==> config.mk <==
export PLATFORM = sky130hd
export DESIGN_NAME = ahb_resp_mux_n_flat
export DESIGN_NICKNAME = d
export VERILOG_FILES = /design/src/rtl/ahb_resp_mux_n_if.sv /design/src/rtl/ahb_resp_mux_n.sv /design/src/flat_wrapper.sv
export SDC_FILE = /design/constraint.sdc
export NUM_CORES = 1
export LEC_CHECK = 0
export ABC_AREA = 1
export ABC_CLOCK_PERIOD_IN_PS = 1300
export BUFFER_PORTS_ARGS = -buffer_cell sky130_fd_sc_hd__buf_2
export CAP_MARGIN = 10
export CORE_AREA = 2 2 65 98
export DETAILED_ROUTE_END_ITERATION = 10
export DIE_AREA = 0 0 67 100
export GPL_ROUTABILITY_DRIVEN = 0
export PLACE_DENSITY = 0.81
export SETUP_SLACK_MARGIN = 0.15
export SYNTH_ARGS = -nofsm -noshare
export SYNTH_HDL_FRONTEND = slang
export SYNTH_SLANG_ARGS = --single-unit
==> constraint.sdc <==
create_clock -name HCLK -period 1.3 [get_ports HCLK]
set_clock_uncertainty 0.1 [all_clocks]
set_input_delay 0.065 -clock HCLK [delete_from_list [all_inputs] [get_ports HCLK]]
set_output_delay 0.065 -clock HCLK [all_outputs]
set_load 0.01 [all_outputs]
==> src/rtl/ahb_resp_mux_n_if.sv <==
// ahb_resp_mux_n_if: shared bus types and the slave-to-master response bus
// Definitions: DATAWIDTH and Response_t (OKAY=0, ERROR=1).
// Signals: HSEL/HTRANS address phase, per-slave HRDATA_in/HRESP_in/HREADYOUT_in,
// muxed HRDATA_out/HRESP_out/HREADY_out, and the default-slave err_count.
package Definitions;
  localparam int DATAWIDTH = 32;
  typedef enum logic {OKAY = 1'b0, ERROR = 1'b1} Response_t;
endpackage

interface ahb_resp_mux_n_if #(
  parameter int NUM_SLAVES = 4,
  parameter int DATAWIDTH = Definitions::DATAWIDTH,
  parameter int ERRCNT_W = 8
);
  import Definitions::*;
  logic [NUM_SLAVES-1:0] HSEL;
  logic [1:0] HTRANS;
  logic [NUM_SLAVES*DATAWIDTH-1:0] HRDATA_in;
  Response_t HRESP_in [NUM_SLAVES];
  logic [NUM_SLAVES-1:0] HREADYOUT_in;
  logic [DATAWIDTH-1:0] HRDATA_out;
  Response_t HRESP_out;
  logic HREADY_out;
  logic [ERRCNT_W-1:0] err_count;
  modport slave (input HSEL, HTRANS, HRDATA_in, HRESP_in, HREADYOUT_in,
                 output HRDATA_out, HRESP_out, HREADY_out, err_count);
  modport master (output HSEL, HTRANS, HRDATA_in, HRESP_in, HREADYOUT_in,
                  input HRDATA_out, HRESP_out, HREADY_out, err_count);
endinterface

==> src/rtl/ahb_resp_mux_n.sv <==
// ahb_resp_mux_n: AHB-Lite response mux with registered data-phase select and built-in ERROR default slave
// Ports: HCLK, HRESET (sync active-high), bus (ahb_resp_mux_n_if.slave).
module ahb_resp_mux_n
  import Definitions::*;
#(
  parameter int NUM_SLAVES = 4,
  parameter int DATAWIDTH = Definitions::DATAWIDTH,
  parameter int ERRCNT_W = 8
) (
  input logic HCLK,
  input logic HRESET,
  ahb_resp_mux_n_if.slave bus
);
  localparam int SW = (NUM_SLAVES > 1) ? $clog2(NUM_SLAVES) : 1;
  typedef enum logic [1:0] {D_IDLE, D_ERR1, D_ERR2} dstate_t;
  dstate_t state;
  logic [SW-1:0] sel_q, sel_d;
  logic def_q, def_d, act_q, start_err;
  always_comb begin
    sel_d = '0;
    for (int i = 0; i < NUM_SLAVES; i++)
      if (bus.HSEL[i]) sel_d = SW'(i);
  end
  // zero or multi-hot selects fall through to the default slave
  assign def_d = (bus.HSEL == '0) || ((bus.HSEL & (bus.HSEL - NUM_SLAVES'(1))) != '0);
  assign start_err = bus.HREADY_out && def_d && bus.HTRANS[1];
  assign bus.HRDATA_out = def_q ? '0 : bus.HRDATA_in[sel_q*DATAWIDTH +: DATAWIDTH];
  assign bus.HRESP_out = def_q ? ((state == D_IDLE) ? OKAY : ERROR) : bus.HRESP_in[sel_q];
  assign bus.HREADY_out = def_q ? (state != D_ERR1) : bus.HREADYOUT_in[sel_q];
  always_ff @(posedge HCLK) begin
    if (HRESET) begin
      sel_q <= '0;
      def_q <= 1'b1;
      act_q <= 1'b0;
      state <= D_IDLE;
      bus.err_count <= '0;
    end else begin
      if (bus.HREADY_out) begin
        sel_q <= sel_d;
        def_q <= def_d;
        act_q <= bus.HTRANS[1];
      end
      // ERR1 always advances; ERR2 and IDLE are sample edges that may start a new error
      state <= start_err ? D_ERR1 : (state == D_ERR1) ? D_ERR2 : D_IDLE;
      if (state == D_ERR1 && act_q && !(&bus.err_count))
        bus.err_count <= bus.err_count + ERRCNT_W'(1);
    end
  end
endmodule

==> src/flat_wrapper.sv <==
// flat-port wrapper written by rule: the top's interface ports become plain ports
module ahb_resp_mux_n_flat import Definitions::*;
#(
  parameter int NUM_SLAVES = 4,
  parameter int DATAWIDTH = Definitions::DATAWIDTH,
  parameter int ERRCNT_W = 8
)
  (HCLK, HRESET, bus_HSEL, bus_HTRANS, bus_HRDATA_in, bus_HRESP_in, bus_HREADYOUT_in, bus_HRDATA_out, bus_HRESP_out, bus_HREADY_out, bus_err_count);
  ahb_resp_mux_n_if #(.NUM_SLAVES(NUM_SLAVES), .DATAWIDTH(DATAWIDTH), .ERRCNT_W(ERRCNT_W)) bus_i ();
  input logic HCLK;
  input logic HRESET;
  input wire logic [$bits(bus_i.HSEL)-1:0] bus_HSEL;
  input wire logic [$bits(bus_i.HTRANS)-1:0] bus_HTRANS;
  input wire logic [$bits(bus_i.HRDATA_in)-1:0] bus_HRDATA_in;
  input wire logic [$bits(bus_i.HRESP_in)-1:0] bus_HRESP_in;
  input wire logic [$bits(bus_i.HREADYOUT_in)-1:0] bus_HREADYOUT_in;
  output wire logic [$bits(bus_i.HRDATA_out)-1:0] bus_HRDATA_out;
  output wire logic [$bits(bus_i.HRESP_out)-1:0] bus_HRESP_out;
  output wire logic [$bits(bus_i.HREADY_out)-1:0] bus_HREADY_out;
  output wire logic [$bits(bus_i.err_count)-1:0] bus_err_count;
  assign bus_i.HSEL = bus_HSEL;
  assign bus_i.HTRANS = bus_HTRANS;
  assign bus_i.HRDATA_in = bus_HRDATA_in;
  assign bus_i.HRESP_in = {>>{bus_HRESP_in}};
  assign bus_i.HREADYOUT_in = bus_HREADYOUT_in;
  assign bus_HRDATA_out = bus_i.HRDATA_out;
  assign bus_HRESP_out = bus_i.HRESP_out;
  assign bus_HREADY_out = bus_i.HREADY_out;
  assign bus_err_count = bus_i.err_count;
  ahb_resp_mux_n #(.NUM_SLAVES(NUM_SLAVES), .DATAWIDTH(DATAWIDTH), .ERRCNT_W(ERRCNT_W)) u_core (.HCLK(HCLK), .HRESET(HRESET), .bus(bus_i));
endmodule
==> flow_metrics.env <==
export IMPL_synth_cell_types=26
export IMPL_wl_um=8930
export IMPL_grt_pass1_vias=2900
export IMPL_antenna_found_initial=0
export IMPL_critPathTopFamily="buffers and inverters"
export IMPL_power_mw=2.36
export IMPL_clk_insertion_delay_late_ns=0.26
export IMPL_setup_worst_path_class="flop to output port"
export IMPL_rsz0062_at_grt="true"
export IMPL_combPwrFrac_pct=63.2
export IMPL_layout_common_cells="buf_2 (183), nor2_1 (142), o21ai_1 (52)"
export IMPL_synth_seq_cells=14
export IMPL_placedCellCount=633
export IMPL_crit_buf_inv=4
export IMPL_fillers=576
export IMPL_endpoint_kind="output port"
export IMPL_tns_ns=-8.48
export IMPL_clockBufferDepth=2
export IMPL_yosys_area_share_simple_pct=42.2
export IMPL_cts_buffers=3
export IMPL_synth_top_family_by_area="simple AND/OR/NAND/NOR gates"
export IMPL_switching_share_pct=43.4
export IMPL_slew_headroom_pct=76.9
export IMPL_p_leak_nw=1.88
export IMPL_clk_pin_slew_worst_paths_ns=0.06
export IMPL_synth_largest_area_cell="nor2_1"
export IMPL_core_region_area_um2=5960
export IMPL_period_share_pct=123
export IMPL_final_common_cell="buf_2"
export IMPL_setup_viol=44
export IMPL_synthXorXnorAreaFrac_pct=1.36
export IMPL_grt_max_degree=32
export IMPL_grt_use_total_pct=22.7
export IMPL_initial_utilization_pct=32.4
export IMPL_worstPathArrival_ns=1.44
export IMPL_vias=3272
export IMPL_viasPerCell=5.06
export IMPL_hold_class="input pin to flop"
export IMPL_outcome="finished, violations left"
export IMPL_cap_violations=0
export IMPL_tightestPinTransition_ns=0.343
export IMPL_stdcell_area_um2=3620
export IMPL_synth_top_area_share_pct=28.4
export IMPL_slew_viol_final=0
export IMPL_grt_overflow_total=0
export IMPL_powerDensity_nw_per_um2=652
export IMPL_drtIter0Drc=174
export IMPL_stdcell_count=647
export IMPL_drc_errors=0
export IMPL_cts_num_sinks=14
export IMPL_cp_cell_sequence="buf_12 -> inv_16 -> clkbuf_16 -> o21ai_1 -> a21oi_2 -> buf_2"
export IMPL_post_dp_cell_area_um2=3170
export IMPL_syn_inst=379
export IMPL_yosys_top_cells_area="nor2_1 (28%), dfxtp_1 (15%), o21ai_1 (11%)"
export IMPL_period_needed_ns=1.60
export IMPL_numPortBuffers=184
export IMPL_cts_max_level=1
export IMPL_max_stage_delay_ns=0.39
export IMPL_nNetsFinal=719
export IMPL_syn_area_um2=1930
export IMPL_final_hold_violation_count=0
export IMPL_dieHeight_um=100
export IMPL_synth_area_mux_share_pct=0
export IMPL_cts_root_buffer="clkbuf_8"
export IMPL_dieArea_um2=6700
export IMPL_hold_ws_ns=0.0166
export IMPL_crit_slowest_cell="dfxtp_4"
export IMPL_fp_dieW_um=67
export IMPL_internal_power_mw=1.33
export IMPL_ys_seq_area_share_pct=14.5
export IMPL_num_io_pins=186
export IMPL_cp_required_ns=1.13
export IMPL_fmax_mhz=624
export IMPL_start_kind="flop"
export IMPL_pwr_share_clk_pct=16.7
export IMPL_postLayoutSetupSlackWorst_ns=-0.301
export IMPL_cts_tree="yes"
export IMPL_grt_pass1_wl_um=12300
export IMPL_cp_max_fo=18
export IMPL_peakVddDrop_uv=573
export IMPL_yosysWarnings=0
export IMPL_area_growth_pct=87.9
export IMPL_n_antenna_cell=0
export IMPL_rows=35
export IMPL_first_pass_iters=4
export IMPL_syn_nets=524
export IMPL_ant_nets=0
export IMPL_violations="negative setup slack"
export IMPL_synthAdderAreaFrac_pct=0.649
export IMPL_drive_gt1_share_pct=55.3
export IMPL_p_sw_mw=1.02
export IMPL_pwr_share_seq_pct=20.1
export IMPL_wire_per_inst_um=13.8
export IMPL_synth_avg_cell_area_um2=5.08
export IMPL_place_hpwl_um=6370
export IMPL_synth_compound_area_share_pct=28.8
[state kept, by name (all words and copies together), names as in the netlist]
name / cells
u_core.act_q: 1
u_core.sel_q: 2
u_core.state: 2
u_core.def_q: 1
u_core.bus.err_count: 8
[worst min-delay path, stage by stage]
cell     delay [ns]
buf_2          0.11
nand3_1        0.09
a21oi_2        0.06
[cell usage after synthesis]
library cell,count
nor2_1,146
inv_1,18
buf_4,4
nand2_4,2
a21oi_2,1
buf_2,7
buf_6,3
inv_2,4
clkbuf_1,12
inv_6,1
nand2_2,5
ha_1,1
xor2_1,1
nor3_1,1
nand4_1,3
xnor2_1,2
buf_1,1
o21ai_1,42
nor2_2,1
a31oi_1,1
nand3_1,6
a21oi_1,37
nand2_1,35
dfxtp_1,14
o21ai_0,29
nand3_2,2
[power by group through the flow]
stage          Clock (mW)  Combinational, mW  Sequential [mW]
5_1_grt             0.418               1.63            0.477
3_3_place_gp            0               1.25            0.478
3_5_place_dp            0               1.27            0.480
6_report            0.394               1.49            0.474
2_1_floorplan           0              0.822            0.463
4_1_cts             0.386               1.38            0.472
[stage by stage]
stage	util, %	worst slack (ns)
global placement	53.3	-0.0531
global route	60.8	-0.343
detailed placement	53.3	-0.0993
finish	60.8	-0.301
floorplan	-	0.000424
CTS	57.0	-0.242
[kinds of logic (layout without fill, tap and decap cells)]
family                     after synthesis  in the layout
xor gates and xnor gates                 3              3
adders and majority gates                1              1
buffers and inverters                   50            244
and+or+nand+nor                        201            201
AOI/OAI and AO/OA                      110            110
DFF                                     14             14
[worst paths after layout]
kind / start / endpoint / slack (ns) / cells after the start
setup / recovery: u_core.sel_q[0] / bus_HRDATA_out[20] / -0.30 / 6
hold reg to reg: u_core.act_q / u_core.act_q / 0.38 / 2
setup reg to reg: u_core.sel_q[0] / u_core.sel_q[0] / -0.14 / 11
hold / removal: bus_HTRANS[1] / u_core.act_q / 0.02 / 3
[metal layers]
metal	vias up	share of wire [%]	routed length, µm	GRT usage (%)
met1	1484	34	3040	21.6
li1	1611	-	-	-
met2	156	55	4880	46.7
met5	-	0	0	0
met3	21	9.0	800	4.48
met4	0	2.3	204	5.97
[final cells by class]
type	instances	area, µm²	area share [%]
Sequential cell	14	297	8.19
Timing Repair Buffer	215	1300	35.9
Tap cell	74	92.6	2.56
Inverter	23	113	3.11
Multi-Input combinational cell	315	1760	48.5
Timing Repair inverter	2	17.5	0.484
Clock buffer	4	45.0	1.24
[repair_timing]
| item | in CTS | in global routing |
|---|---|---|
| setup buffers | 3 | 2 |
| hold endpoints to repair | 4 | 0 |
| gates cloned | 2 | 2 |
| pin swaps | 9 | 13 |
| endpoints found under the setup margin | 48 | 48 |
| hold buffers | 1 | 0 |
| gates resized for setup | 51 | 49 |
No activity file was read; power rests on OpenSTA's default activity.
